`src/rtl/flash_seq_ctrl.sv`:
```
// flash_seq_ctrl
//   Hardware JEDEC command sequencer for an 8 MiB parallel NOR FLASH.
//   On a start pulse it takes the FLASH bus, issues the unlock/command
//   write cycles for program, sector erase, chip erase or reset (F0),
//   then polls DQ6 toggle / DQ5 until the device reports completion.
//
// Ports
//   e          in   system clock, all logic on its rising edge
//   _reset     in   asynchronous active-low reset
//   start      in   one-cycle request, only honoured while idle
//   op         in   00 program, 01 sector erase, 10 chip erase, 11 reset
//   tgt_addr   in   program / sector address, latched at start
//   tgt_data   in   program data, latched at start
//   abort      in   level, sends any active operation down the abort path
//   f_din      in   FLASH data bus read value
//   f_addr     out  FLASH address (valid while f_own)
//   f_dout     out  FLASH write data (valid while f_own)
//   f_we_n     out  FLASH write strobe, active low
//   f_oe_n     out  FLASH output enable, active low
//   f_own      out  sequencer owns the FLASH bus
//   busy       out  operation in progress
//   done       out  one-cycle completion pulse
//   err        out  sticky error flag, cleared by the next accepted start
module flash_seq_ctrl #(
  parameter logic [22:0] UNLK_A1 = 23'h000555,
  parameter logic [22:0] UNLK_A2 = 23'h0002AA,
  parameter int          TO_W    = 20
) (
  input  logic        e,
  input  logic        _reset,
  input  logic        start,
  input  logic [1:0]  op,
  input  logic [22:0] tgt_addr,
  input  logic [7:0]  tgt_data,
  input  logic        abort,
  input  logic [7:0]  f_din,
  output logic [22:0] f_addr,
  output logic [7:0]  f_dout,
  output logic        f_we_n,
  output logic        f_oe_n,
  output logic        f_own,
  output logic        busy,
  output logic        done,
  output logic        err
);

  typedef enum logic [3:0] {
    S_IDLE, S_WSET, S_WSTB, S_RD1, S_RD2, S_GAP, S_ASET, S_ASTB, S_FIN
  } state_t;

  state_t            state_q, state_d;
  logic [2:0]        step_q, step_d;
  logic [1:0]        op_q, op_d;
  logic [22:0]       tgt_q, tgt_d;
  logic [7:0]        dat_q, dat_d;
  logic [TO_W-1:0]   to_q, to_d, to_inc;
  logic              chk_q, chk_d;
  logic              err_q, err_d;
  logic              d1_q, d1_d;      // DQ6 from the first read of a poll pair
  logic [2:0]        len_m1;
  logic              toggle;

  logic [22:0]       f_addr_q, f_addr_d;
  logic [7:0]        f_dout_q, f_dout_d;
  logic              f_we_n_q, f_we_n_d;
  logic              f_oe_n_q, f_oe_n_d;
  logic              busy_q, busy_d;
  logic              done_q, done_d;
  logic [22:0]       wr_addr;
  logic [7:0]        wr_data;

  // Only DQ6 and DQ5 carry status during polling.
  logic unused_din;
  assign unused_din = ^{f_din[7], f_din[4:0]};

  always_comb begin
    case (op_q)
      2'b00:   len_m1 = 3'd3;
      2'b11:   len_m1 = 3'd0;
      default: len_m1 = 3'd5;
    endcase
  end

  // Next-state logic
  always_comb begin
    state_d = state_q;
    step_d  = step_q;
    op_d    = op_q;
    tgt_d   = tgt_q;
    dat_d   = dat_q;
    to_d    = to_q;
    chk_d   = chk_q;
    err_d   = err_q;
    d1_d    = d1_q;
    to_inc  = to_q + TO_W'(1);
    toggle  = d1_q ^ f_din[6];

    case (state_q)
      S_IDLE: begin
        if (start) begin
          op_d    = op;
          tgt_d   = tgt_addr;
          dat_d   = tgt_data;
          err_d   = 1'b0;
          chk_d   = 1'b0;
          step_d  = 3'd0;
          state_d = S_WSET;
        end
      end
      S_WSET: state_d = S_WSTB;
      S_WSTB: begin
        if (step_q < len_m1) begin
          step_d  = step_q + 3'd1;
          state_d = S_WSET;
        end else if (op_q == 2'b11) begin
          state_d = S_FIN;
        end else begin
          to_d    = '0;
          state_d = S_RD1;
        end
      end
      S_RD1: begin
        d1_d    = f_din[6];
        state_d = S_RD2;
      end
      S_RD2: begin
        // Compare against the live bus instead of waiting for a second register.
        if (!toggle) begin
          state_d = S_FIN;
        end else if (chk_q) begin
          err_d   = 1'b1;
          state_d = S_FIN;
        end else begin
          // DQ5 high while still toggling: allow exactly one confirming pair.
          if (f_din[5]) chk_d = 1'b1;
          state_d = S_GAP;
        end
      end
      S_GAP:  state_d = S_RD1;
      S_ASET: state_d = S_ASTB;
      S_ASTB: state_d = S_FIN;
      S_FIN: begin
        chk_d   = 1'b0;
        state_d = S_IDLE;
      end
      default: state_d = S_IDLE;
    endcase

    if (state_q == S_RD1 || state_q == S_RD2 || state_q == S_GAP) begin
      to_d = to_inc;
      if (to_inc == '1) begin
        err_d   = 1'b1;
        state_d = S_ASET;
      end
    end

    if (abort && state_q != S_IDLE && state_q != S_FIN &&
        state_q != S_ASET && state_q != S_ASTB) begin
      err_d   = 1'b1;
      state_d = S_ASET;
    end
  end

  // Command table for the step about to be driven.
  always_comb begin
    wr_addr = UNLK_A1;
    wr_data = 8'hAA;
    if (op_d == 2'b11) begin
      wr_addr = tgt_d;
      wr_data = 8'hF0;
    end else begin
      case (step_d)
        3'd1: begin wr_addr = UNLK_A2; wr_data = 8'h55; end
        3'd2: wr_data = (op_d == 2'b00) ? 8'hA0 : 8'h80;
        3'd3: if (op_d == 2'b00) begin wr_addr = tgt_d; wr_data = dat_d; end
        3'd4: begin wr_addr = UNLK_A2; wr_data = 8'h55; end
        3'd5: begin
          if (op_d == 2'b01) begin wr_addr = tgt_d; wr_data = 8'h30; end
          else wr_data = 8'h10;
        end
        default: ;
      endcase
    end
  end

  // Pin values are decoded from the next state so they are registered
  // and valid for the whole cycle in which that state is active.
  always_comb begin
    f_addr_d = '0;
    f_dout_d = '0;
    f_we_n_d = 1'b1;
    f_oe_n_d = 1'b1;
    busy_d   = (state_d != S_IDLE);
    done_d   = 1'b0;
    case (state_d)
      S_WSET: begin f_addr_d = wr_addr; f_dout_d = wr_data; end
      S_WSTB: begin f_addr_d = wr_addr; f_dout_d = wr_data; f_we_n_d = 1'b0; end
      S_RD1, S_RD2: begin f_addr_d = tgt_d; f_oe_n_d = 1'b0; end
      S_GAP:  f_addr_d = tgt_d;
      S_ASET: begin f_addr_d = tgt_d; f_dout_d = 8'hF0; end
      S_ASTB: begin f_addr_d = tgt_d; f_dout_d = 8'hF0; f_we_n_d = 1'b0; end
      S_FIN:  begin f_addr_d = tgt_d; done_d = 1'b1; end
      default: ;
    endcase
  end

  always_ff @(posedge e or negedge _reset) begin
    if (!_reset) begin
      state_q  <= S_IDLE;
      step_q   <= '0;
      op_q     <= '0;
      tgt_q    <= '0;
      dat_q    <= '0;
      to_q     <= '0;
      chk_q    <= 1'b0;
      err_q    <= 1'b0;
      d1_q     <= 1'b0;
      f_addr_q <= '0;
      f_dout_q <= '0;
      f_we_n_q <= 1'b1;
      f_oe_n_q <= 1'b1;
      busy_q   <= 1'b0;
      done_q   <= 1'b0;
    end else begin
      state_q  <= state_d;
      step_q   <= step_d;
      op_q     <= op_d;
      tgt_q    <= tgt_d;
      dat_q    <= dat_d;
      to_q     <= to_d;
      chk_q    <= chk_d;
      err_q    <= err_d;
      d1_q     <= d1_d;
      f_addr_q <= f_addr_d;
      f_dout_q <= f_dout_d;
      f_we_n_q <= f_we_n_d;
      f_oe_n_q <= f_oe_n_d;
      busy_q   <= busy_d;
      done_q   <= done_d;
    end
  end

  assign f_addr = f_addr_q;
  assign f_dout = f_dout_q;
  assign f_we_n = f_we_n_q;
  assign f_oe_n = f_oe_n_q;
  assign f_own  = busy_q;
  assign busy   = busy_q;
  assign done   = done_q;
  assign err    = err_q;

endmodule

```
`config.mk`:
```
export PLATFORM = sky130hd
export DESIGN_NAME = flash_seq_ctrl
export DESIGN_NICKNAME = d
export VERILOG_FILES = /design/src/rtl/flash_seq_ctrl.sv
export SDC_FILE = /design/constraint.sdc
export NUM_CORES = 1
export LEC_CHECK = 0
export ABC_AREA = 1
export CAP_MARGIN = 20
export CORE_UTILIZATION = 40
export CTS_BUF_LIST = sky130_fd_sc_hd__clkbuf_4 sky130_fd_sc_hd__clkbuf_8
export DETAILED_ROUTE_END_ITERATION = 10
export PLACE_DENSITY = 0.67
export SLEW_MARGIN = 20
export SYNTH_ARGS = -nofsm -noshare
export SYNTH_HDL_FRONTEND = slang
export SYNTH_SLANG_ARGS = --single-unit
```
`constraint.sdc`:
```
create_clock -name e -period 3.2 [get_ports e]
set_clock_uncertainty 0.05 [all_clocks]
set_input_delay 0.32 -clock e [delete_from_list [all_inputs] [get_ports e]]
set_output_delay 0.32 -clock e [all_outputs]
set_load 0.02 [all_outputs]
```
==> flow_metrics.tcl <==
set metrics [dict create \
    status "completed" \
    num_antenna_cells 0 \
    dpl.hpwl_um 10100 \
    end_kind "register" \
    cts_buffer_depth 2 \
    fill_cells 1418 \
    rsz0062_at_grt "false" \
    fin_nets 951 \
    vdd_drop_max_uv 671 \
    leakagePower_nw 3.35 \
    cts_tree "done" \
    multi_input_area_um2 2790 \
    cts_buffers 9 \
    grt_max_degree 54 \
    crit_family "simple AND/OR/NAND/NOR gates" \
    dp_cells 1066 \
    grt_pass1_vias 4759 \
    worstSetupStartpointType "register" \
    drive_gt1_share_pct 10.4 \
    maxCapViolations 0 \
    antenna_found_initial 0 \
    regArea_um2 2450 \
    std_cell_rows 43 \
    async_flop_share_pct 100 \
    drt_wl_total_um 14100 \
    synth-main-ff-cell "dfrtp_1" \
    cts.sinks 98 \
    ys_seq_elements 98 \
    synth_top_cell_by_area "dfrtp_1" \
    power_density_nw_per_um2 1130 \
    drt_iter0_drc 370 \
    critical_path_required_ns 3.41 \
    finalHoldViolCount 0 \
    worst_slack_ns 0.340 \
    io_pins 82 \
    fin_crit_ns 2.86 \
    path_common_cell "nand2_1" \
    max_stage_delay_ns 0.42 \
    min_path_type "reg -> reg" \
    yosys_warnings 0 \
    place.gp.congestion 0.915 \
    post-place-ws_ns 0.276 \
    yosysTopAreaCellShare_pct 41.7 \
    worstPathArrival_ns 3.07 \
    crit_buf_inv 2 \
    htree_levels 3 \
    coreArea_um2 14000 \
    placed_cell_area_um2 6740 \
    syn-instance-count 821 \
    antenna_left 0 \
    setup_tns_ns 0 \
    drc 0 \
    synth-edff-count 0 \
    io_buffers 75 \
    relSlewSlack_pct 55.6 \
    max_freq_ghz 0.350 \
    ys_seq_area_share_pct 42.6 \
    wl_per_cell_um 13.0 \
    initial_core_util_pct 41.2 \
    first_pass_iters 5 \
    path_clk_slew_ns 0.09 \
    slew_violations 0 \
    cts-root-buf "clkbuf_8" \
    dieArea_um2 14900 \
    grt_pass1_wl_um 23200 \
    syn-cell-area_um2 5760 \
    avgSynthCellArea_um2 7.01 \
    crit_chain "inv_1, ha_1, inv_1, ha_1, a21oi_1, nand2_1, nor2_1, nand3b_1, nand2_1, nand2_1, o21ai_1, o21ai_0, nand2_1, nand2_1, nand3_1, nand2_1" \
    synth_area_leaders "dfrtp_1 (42%), nand2_1 (17%), nand3_1 (9.9%)" \
    tightest_slew_ns 0.666 \
    setup_viol 0 \
    via_per_inst 4.87 \
    grt_overflow 0 \
    grtUsageTotal_pct 20.1 \
    die_w_um 122 \
    period_share_pct 89.4 \
    clk-insertion-delay-late_ns 0.38 \
    critPathKind "reg -> reg" \
    die_y_um 122 \
    stdcell_area_um2 6920 \
    cpMaxStageDelayCell "dfrtp_1" \
    yosys-top-cells-count "nand2_1 (265), nand3_1 (114), dfrtp_1 (96)" \
    instances_no_fill 1083 \
    vias 5272 \
    crit_fanout 7 \
    post_cts_buffers 0 \
    synth_most_common_cell "nand2_1" \
    synth.distinct_cells 35 \
    area_delta_synth_final_pct 20.2 \
    synth_fp_nets 874 \
]
## layer usage
metal / vias to the layer above / global-route usage, % / part of all wire, % / routed length, um
li1: 2746 / - / - / -
met1: 2369 / 28.5 / 48 / 6770
met2: 144 / 30.8 / 45 / 6350
met3: 13 / 4.17 / 5.5 / 773
met4: 0 / 5.86 / 1.2 / 163
met5: - / 0 / 0 / 0
## worst register-to-register path, cell delays in order (launching register included)
cell      delay (ns)
dfrtp_1         0.42
inv_1           0.06
ha_1            0.26
inv_1           0.04
ha_1            0.30
a21oi_1         0.19
nand2_1         0.14
nor2_1          0.15
nand3b_1        0.11
nand2_1         0.24
nand2_1         0.08
o21ai_1         0.25
o21ai_0         0.16
nand2_1         0.10
nand2_1         0.07
nand3_1         0.08
nand2_1         0.06
## per-stage QoR
step / power, mW / hold slack [ns] / utilization [%]
floorplan: 5.57 / -0.0256 / -
finish: 7.81 / 0.426 / 49.5
detailed placement: 7.06 / 0.352 / 48.1
global placement: 7.03 / 0.352 / 48.1
CTS: 7.85 / 0.432 / 49.5
global route: 8.60 / 0.452 / 49.5
## what timing repair did
item	4_1_cts	5_1_grt
endpoints found under the hold margin	49	0
setup endpoints to repair	0	5
resized for setup	0	3
hold buffers	1	0
## cell type report
type	count	area share, %
Clock inverter	2	0.199
Multi-Input combinational cell	596	40.3
Timing Repair Buffer	94	13.1
Tap cell	180	3.25
Inverter	99	5.37
Clock buffer	14	2.33
Sequential cell	98	35.5
## path summary, 6_finish.rpt
path,startpoint,to,slack (ns),depth (start not counted)
setup / recovery,op_q[1],f_addr[0],0.34,16
hold / removal,dat_q[5],dat_q[5],0.43,2
setup reg to reg,op_q[1],f_addr[0],0.34,16
hold reg to reg,dat_q[5],dat_q[5],0.43,2
max in group asynchronous,_reset,f_addr[0],1.85,3
min in group asynchronous,_reset,to_q[8],0.45,2
## flip-flops by register name, indices dropped and copies added (netlist names), 2 cells and up
register,cells
f_addr,23
tgt_q,23
to_q,20
dat_q,8
f_dout,8
state_q,4
step_q,3
op_q,2
## placed cells by master, fill, tap and decap left out, types with 2 or more instances in the layout
master | Yosys | layout
nand2_1 | 265 | 264
nand3_1 | 114 | 114
dfrtp_1 | 96 | 96
inv_1 | 82 | 82
nor2_1 | 78 | 78
clkdlybuf4s50_1 | 0 | 74
o21ai_0 | 53 | 51
buf_4 | 3 | 18
or2_2 | 16 | 16
inv_2 | 12 | 12
nor2_2 | 9 | 9
clkbuf_8 | 0 | 9
nand4_1 | 8 | 8
ha_1 | 8 | 8
nand2_2 | 6 | 7
clkinv_1 | 5 | 5
o21ai_1 | 3 | 5
a21oi_1 | 5 | 5
clkbuf_4 | 0 | 5
nor2_4 | 4 | 4
nand2_4 | 3 | 3
nand3b_1 | 3 | 3
o211ai_1 | 3 | 3
nor3_1 | 3 | 3
o22ai_1 | 3 | 3
nand3_2 | 2 | 2
xor2_1 | 2 | 2
dfstp_2 | 2 | 2
## cell families after synthesis
kind of cell | after synthesis | share of synthesized area (%)
simple gates | 512 | 39.2
buf+inv | 127 | 9.08
flops | 98 | 42.6
compound gates | 73 | 6.89
fa+ha+maj | 8 | 1.74
xor+xnor | 2 | 0.304
mux | 1 | 0.196
## where the power goes
| part | internal [mW] | leakage, nW | switching [mW] |
|---|---|---|---|
| Clock | 0.328 | 0.0957 | 0.412 |
| Sequential | 1.78 | 1.20 | 0.212 |
| Combinational | 1.72 | 2.06 | 3.36 |
| Total | 3.83 | 3.35 | 3.98 |
No activity file was read; power rests on OpenSTA's default activity.
==> RTL edit 1, RTL diff (config.mk and constraints unchanged) <==
Encoding of `state_t`: now one-hot (9 bits for 9 states).
--- a/src/rtl/flash_seq_ctrl.sv
+++ b/src/rtl/flash_seq_ctrl.sv
@@ -44,8 +44,8 @@
   output logic        err
 );
 
-  typedef enum logic [3:0] {
-    S_IDLE, S_WSET, S_WSTB, S_RD1, S_RD2, S_GAP, S_ASET, S_ASTB, S_FIN
+  typedef enum logic [8:0] {
+    S_IDLE = 9'b000000001, S_WSET = 9'b000000010, S_WSTB = 9'b000000100, S_RD1 = 9'b000001000, S_RD2 = 9'b000010000, S_GAP = 9'b000100000, S_ASET = 9'b001000000, S_ASTB = 9'b010000000, S_FIN = 9'b100000000
   } state_t;
 
   state_t            state_q, state_d;
Behaviour: same outputs for any inputs over 4 cycles, from zero or initial values and one cycle with _reset low; so few cycles prove little.
==> RTL edit 1 against the unedited design <==
Cell count fell by 4.5%. Sequential share of layout area rose by 1.6 points. Sequential cell count increased by 5. Combinational power fell by 43%. Total power down 29%. Setup slack better by 0.018 ns. Worst hold slack worse by 0.0014 ns. Area after synthesis is 1.3% higher. Routed wire length is 0.18% lower. Design area up 0.63%. Count of clock-buffer cells in the layout fell by 5. Critical endpoint is now f_addr[5].
==> RTL edit 1: results (changes against the unedited design) <==
Status -> finished, final reports clean
Initial antenna violation count -> 0 (unchanged)
Synth Area per Inst -> 7.52 um2 (+7.3%)
Slowest cell on the critical path -> dfrtp_1
Pin count of the biggest net entering global routing -> 60 (+11%)
Syn Nets -> 827 (-5.4%)
Top_reg_cell synth -> dfrtp_1
Vias -> 5173 (-1.9%)
First-pass GRT wire length -> 23200 um (about the same)
CTS H-tree lvls -> 3 (unchanged)
Share of post-route cells with drive strength above 1 -> 12.4% (+2.0 points)
R2R depth -> 16 (unchanged)
DPL Wire Length -> 9720 um (-3.3%)
DRT iter0 DRCs -> 359 (-3.0%)
Delay-heaviest family, CP -> simple AND/OR/NAND/NOR gates
Worst slew pin tran -> 0.609 ns (-0.0572 ns)
Post-synthesis sequential area ratio -> 44.3% (+1.6 points)
N_diodes -> 0 (unchanged)
Worst slack, placed -> 0.332 ns (+0.0556 ns)
Final wirelength -> 14000 um (-0.18%)
Commonest cells post-synth -> nand2_1, nand3_1, dfrtp_1
Maximum vdd drop -> 0.447 mV (-33%)
Internal -> 2.98 mW (-22%)
Synth cell types -> 44 (+26%)
Crit path largest cell delay -> 0.39 ns (-0.03 ns)
Fin nets -> 901 (-5.3%)
Number of buffers on the longest clock path -> 2 (unchanged)
Clk_lat worst skew -> 0.39 ns
HP Class -> in2async
Critical-path maximum fanout -> 7 (unchanged)
YS warnings -> 0 (unchanged)
Number of detailed-route iterations in the first pass -> 5 (unchanged)
TritonCTS buffer count -> 9 (unchanged)
Area contributors post-synth -> dfrtp_1, nand2_1, nand3_1
Power per cell area -> 799 mW/mm2 (-29%)
Ys async rst share -> 100% (unchanged)
Leakage -> 3.26 nW (-2.9%)
Filler cell count -> 1354 (-4.5%)
Comb power frac -> 52.0% (-13 points)
Port bufs -> 75 (unchanged)
Clock-net power -> 809 uW (+9.3%)
Routability congestion estimate -> 0.829 (-9.4%)
Number of global-route vias before repair -> 4786 (+0.57%)
All-Layer GR Usage -> 19.9% (-0.17 points)
Vias per cell -> 5.00 (+2.8%)
Placed instance area -> 0.00676 mm2 (+0.39%)
Worst-path clk slew -> 0.11 ns (+0.02 ns)
Final Max Tran Viols -> 0 (unchanged)
Cell Count Post-Placement -> 1017 (-4.6%)
CTS root buf -> clkbuf_8
GR Overflow Total -> 0 (unchanged)
Critical path arrival -> 3.12 ns (+0.05 ns)
RTL edit 1: cell types whose count changed after synthesis, moves of 9 or more:
cell	change
nand2_1	-21
inv_1	-9
nor2_1	-32
o21ai_0	-18
o21ai_1	+9
nand2_2	+11
RTL edit 1: kinds of logic (layout without fill, tap and decap cells):
kind of cell               Yosys count  count (layout)  share of synthesized area (%)
muxes                                2               2                          0.365
and+or+nand+nor                    477             477                           38.5
buffers and inverters              111             190                           8.09
AOI/OAI and AO/OA                   72              72                           6.87
xor gates and xnor gates             3               3                          0.451
DFF                                103             103                           44.3
adders and majority gates            7               7                           1.50
RTL edit 1: cell type report:
| class | count | area [um2] | area share (%) |
|---|---|---|---|
| multi-input cells | 561 | 2790 | 40.1 |
| flip-flops and latches | 103 | 2580 | 37.1 |
| clock inverters | 7 | 63.8 | 0.916 |
| well taps | 180 | 225 | 3.23 |
| inverters | 91 | 344 | 4.94 |
| clock buffers | 9 | 124 | 1.78 |
| repair buffers | 83 | 836 | 12.0 |
RTL edit 1: per-layer routing:
layer | up-vias | share of wire (%) | GRT usage, %
met5 | - | 0 | 0
met1 | 2394 | 47 | 27.2
met2 | 131 | 47 | 31.8
li1 | 2631 | - | -
met4 | 0 | 1.4 | 5.64
met3 | 17 | 4.6 | 4.18
RTL edit 1: final timing paths:
kind                          start         to  slack [ns]
min in group e             dat_q[1]   dat_q[1]        0.43
setup / recovery            op_q[0]  f_addr[5]        0.36
hold reg to reg            dat_q[1]   dat_q[1]        0.43
max in group asynchronous    _reset  tgt_q[13]        1.98
setup reg to reg            op_q[0]  f_addr[5]        0.36
hold / removal               _reset   to_q[11]        0.42
RTL edit 1: what timing repair did:
action                                  in CTS  in global routing
hold buffers                                 1                  0
resized for setup                            0                  1
endpoints found under the hold margin       41                  0
endpoints found under the setup margin       0                  2
setup buffers                                0                  0
==> RTL edit 2, RTL diff (same flow settings) <==
Without the edit above. `TO_W`: 20 -> 28.
--- a/src/rtl/flash_seq_ctrl.sv
+++ b/src/rtl/flash_seq_ctrl.sv
@@ -24,7 +24,7 @@
 module flash_seq_ctrl #(
   parameter logic [22:0] UNLK_A1 = 23'h000555,
   parameter logic [22:0] UNLK_A2 = 23'h0002AA,
-  parameter int          TO_W    = 20
+  parameter int          TO_W    = 28
 ) (
   input  logic        e,
   input  logic        _reset,
Behaviour: same outputs for any inputs over 4 cycles, from zero or initial values and one cycle with _reset low; that may be too few to reach the edited logic, so the function may still have changed.
==> RTL edit 2 against the unedited design <==
First-iteration DRC count is 1.1% lower. Cell count is 9.5% higher. Routed wire length is 11% higher. Area after synthesis is 9.6% higher. Fmax is 2.6% lower. Combinational power is 8.5% lower. Count of clock-buffer cells in the layout is 2 lower. Total power is 2.4% lower. Sequential cell count is 8 higher. Largest cell class unchanged. Setup slack worse by 0.076 ns. Design area is 8.8% higher. Synthesized cell count is 9.9% higher.
==> RTL edit 2: results (changes against the unedited design) <==
Filler cell count -> 1575 (+11%)
Final wirelength -> 15600 um (+11%)
CTS H-tree lvls -> 3 (unchanged)
DRC viols -> 0 (unchanged)
Commonest cells post-synth -> nand2_1, inv_1, dfrtp_1
GR Layer Usage met1 -> 27.1% (-1.4 points)
Area contributors post-synth -> dfrtp_1, nand2_1, inv_1
Share of post-route cells with drive strength above 1 -> 7.59% (-2.8 points)
Post-synthesis sequential area ratio -> 42.0% (-0.58 points)
Synth Area per Inst -> 7.00 um2 (-0.20%)
Leakage -> 3.64 nW (+8.5%)
Met3 global-route usage -> 4.52% (+0.36 points)
RR Startpoint -> op_q[1]
Maximum vdd drop -> 0.469 mV (-30%)
Crit path largest cell delay -> 0.38 ns (-0.04 ns)
Post-CTS Repair Setup Buffers -> 0 (unchanged)
Power per cell area -> 1010 mW/mm2 (-10%)
N_diodes -> 0 (unchanged)
Critical-path maximum fanout -> 6 (-1)
Worst hold path startpoint -> dat_q[6]
Inverter count -> 118 (+19%)
All-Layer GR Usage -> 20.6% (+0.46 points)
Routability congestion estimate -> 0.862 (-5.8%)
Worst Hold Path EP -> dat_q[6]
Seq/total area -> 35.2% (-0.22 points)
Pin count of the biggest net entering global routing -> 59 (+9.3%)
Critical path arrival -> 3.21 ns (+0.14 ns)
HP Class -> reg2reg
First-pass GRT wire length -> 26600 um (+14%)
Fin nets -> 1022 (+7.5%)
Vias -> 5797 (+10%)
Syn Nets -> 954 (+9.2%)
Register-to-register setup slack -> 0.26 ns (-0.08 ns)
Multi-input gates -> 641 (+7.6%)
Max reg flops -> 28
R2R depth -> 17 (+1)
Clk tree area frac -> 2.87% (+0.34 points)
Worst slew pin tran -> 0.642 ns (-0.0246 ns)
Placed instance area -> 0.00730 mm2 (+8.4%)
Reg2reg end -> f_addr[5]
DPL Wire Length -> 10900 um (+8.8%)
Worst-path clk slew -> 0.11 ns (+0.02 ns)
Number of buffers on the longest clock path -> 2 (unchanged)
Number of global-route vias before repair -> 5536 (+16%)
Ys async rst share -> 100% (unchanged)
Synth cell types -> 36 (+2.9%)
Non-Filler Instances -> 1186 (+9.5%)
Post-CTS resize count -> 0 (unchanged)
Met2 Usage GRT -> 35.0% (+4.2 points)
CTS root buf -> clkbuf_8
DRT iter0 DRCs -> 366 (-1.1%)
Hold_buf cts -> 1 (unchanged)
Clock buffer cells -> 12 (-2)
Data-path buffer share of cell area in the final layout -> 12.5% (-0.56 points)
Seq cells post-synth -> 106 (+8.2%)
Clk_lat worst skew -> 0.39 ns
Number of detailed-route iterations in the first pass -> 5 (unchanged)
Multi-input combinational area share -> 40.0% (-0.33 points)
Status -> finished, final reports clean
## RTL edit 2: cell types whose count changed in the layout (fill, tap and decap cells not counted), moves of 5 or more
cell	unedited run	this run
or2_2	16	10
nand3_1	114	76
inv_1	82	117
o21ai_0	51	59
nand2_1	264	309
o22ai_1	3	11
inv_2	12	1
nand4_1	8	34
clkinv_1	5	0
dfrtp_1	96	104
## RTL edit 2: layer usage
metal | part of all wire, % | up-vias
li1 | - | 2996
met1 | 48 | 2677
met2 | 47 | 116
met3 | 4.0 | 8
met4 | 0.88 | 0
met5 | 0 | -
## RTL edit 2: logic make-up after synthesis
logic type | count (synthesis) | synth area share (%)
flops | 106 | 42.0
buf+inv | 155 | 10.4
fa+ha+maj | 7 | 1.39
xor+xnor | 3 | 0.416
simple gates | 538 | 37.7
compound gates | 92 | 7.87
mux | 1 | 0.178
## RTL edit 2: through the flow
stage / setup WS [ns] / power (mW) / hold slack (ns)
after global placement: 0.307 / 6.68 / 0.343
final: 0.264 / 7.62 / 0.439
after global routing: 0.00503 / 8.34 / 0.453
after CTS: 0.218 / 7.67 / 0.431
after floorplan: 0.686 / 5.39 / -0.0256
after detailed placement: 0.268 / 6.73 / 0.347
## RTL edit 2: where the power goes
part	switching, mW	total [mW]	internal [mW]
clock network	0.478	0.901	0.422
registers	0.225	2.08	1.85
logic	3.04	4.65	1.61
## RTL edit 2: worst max path at each step
stage / to / slack [ns] / startpoint / depth (start not counted)
after floorplan: f_addr[15] / 0.69 / op_q[1] / 16
after global placement: f_addr[9] / 0.31 / op_q[1] / 17
after detailed placement: f_addr[5] / 0.27 / op_q[1] / 17
after CTS: f_addr[5] / 0.22 / op_q[1] / 17
after global routing: f_addr[20] / 0.005 / to_q[1] / 16
final: f_addr[5] / 0.26 / op_q[1] / 17
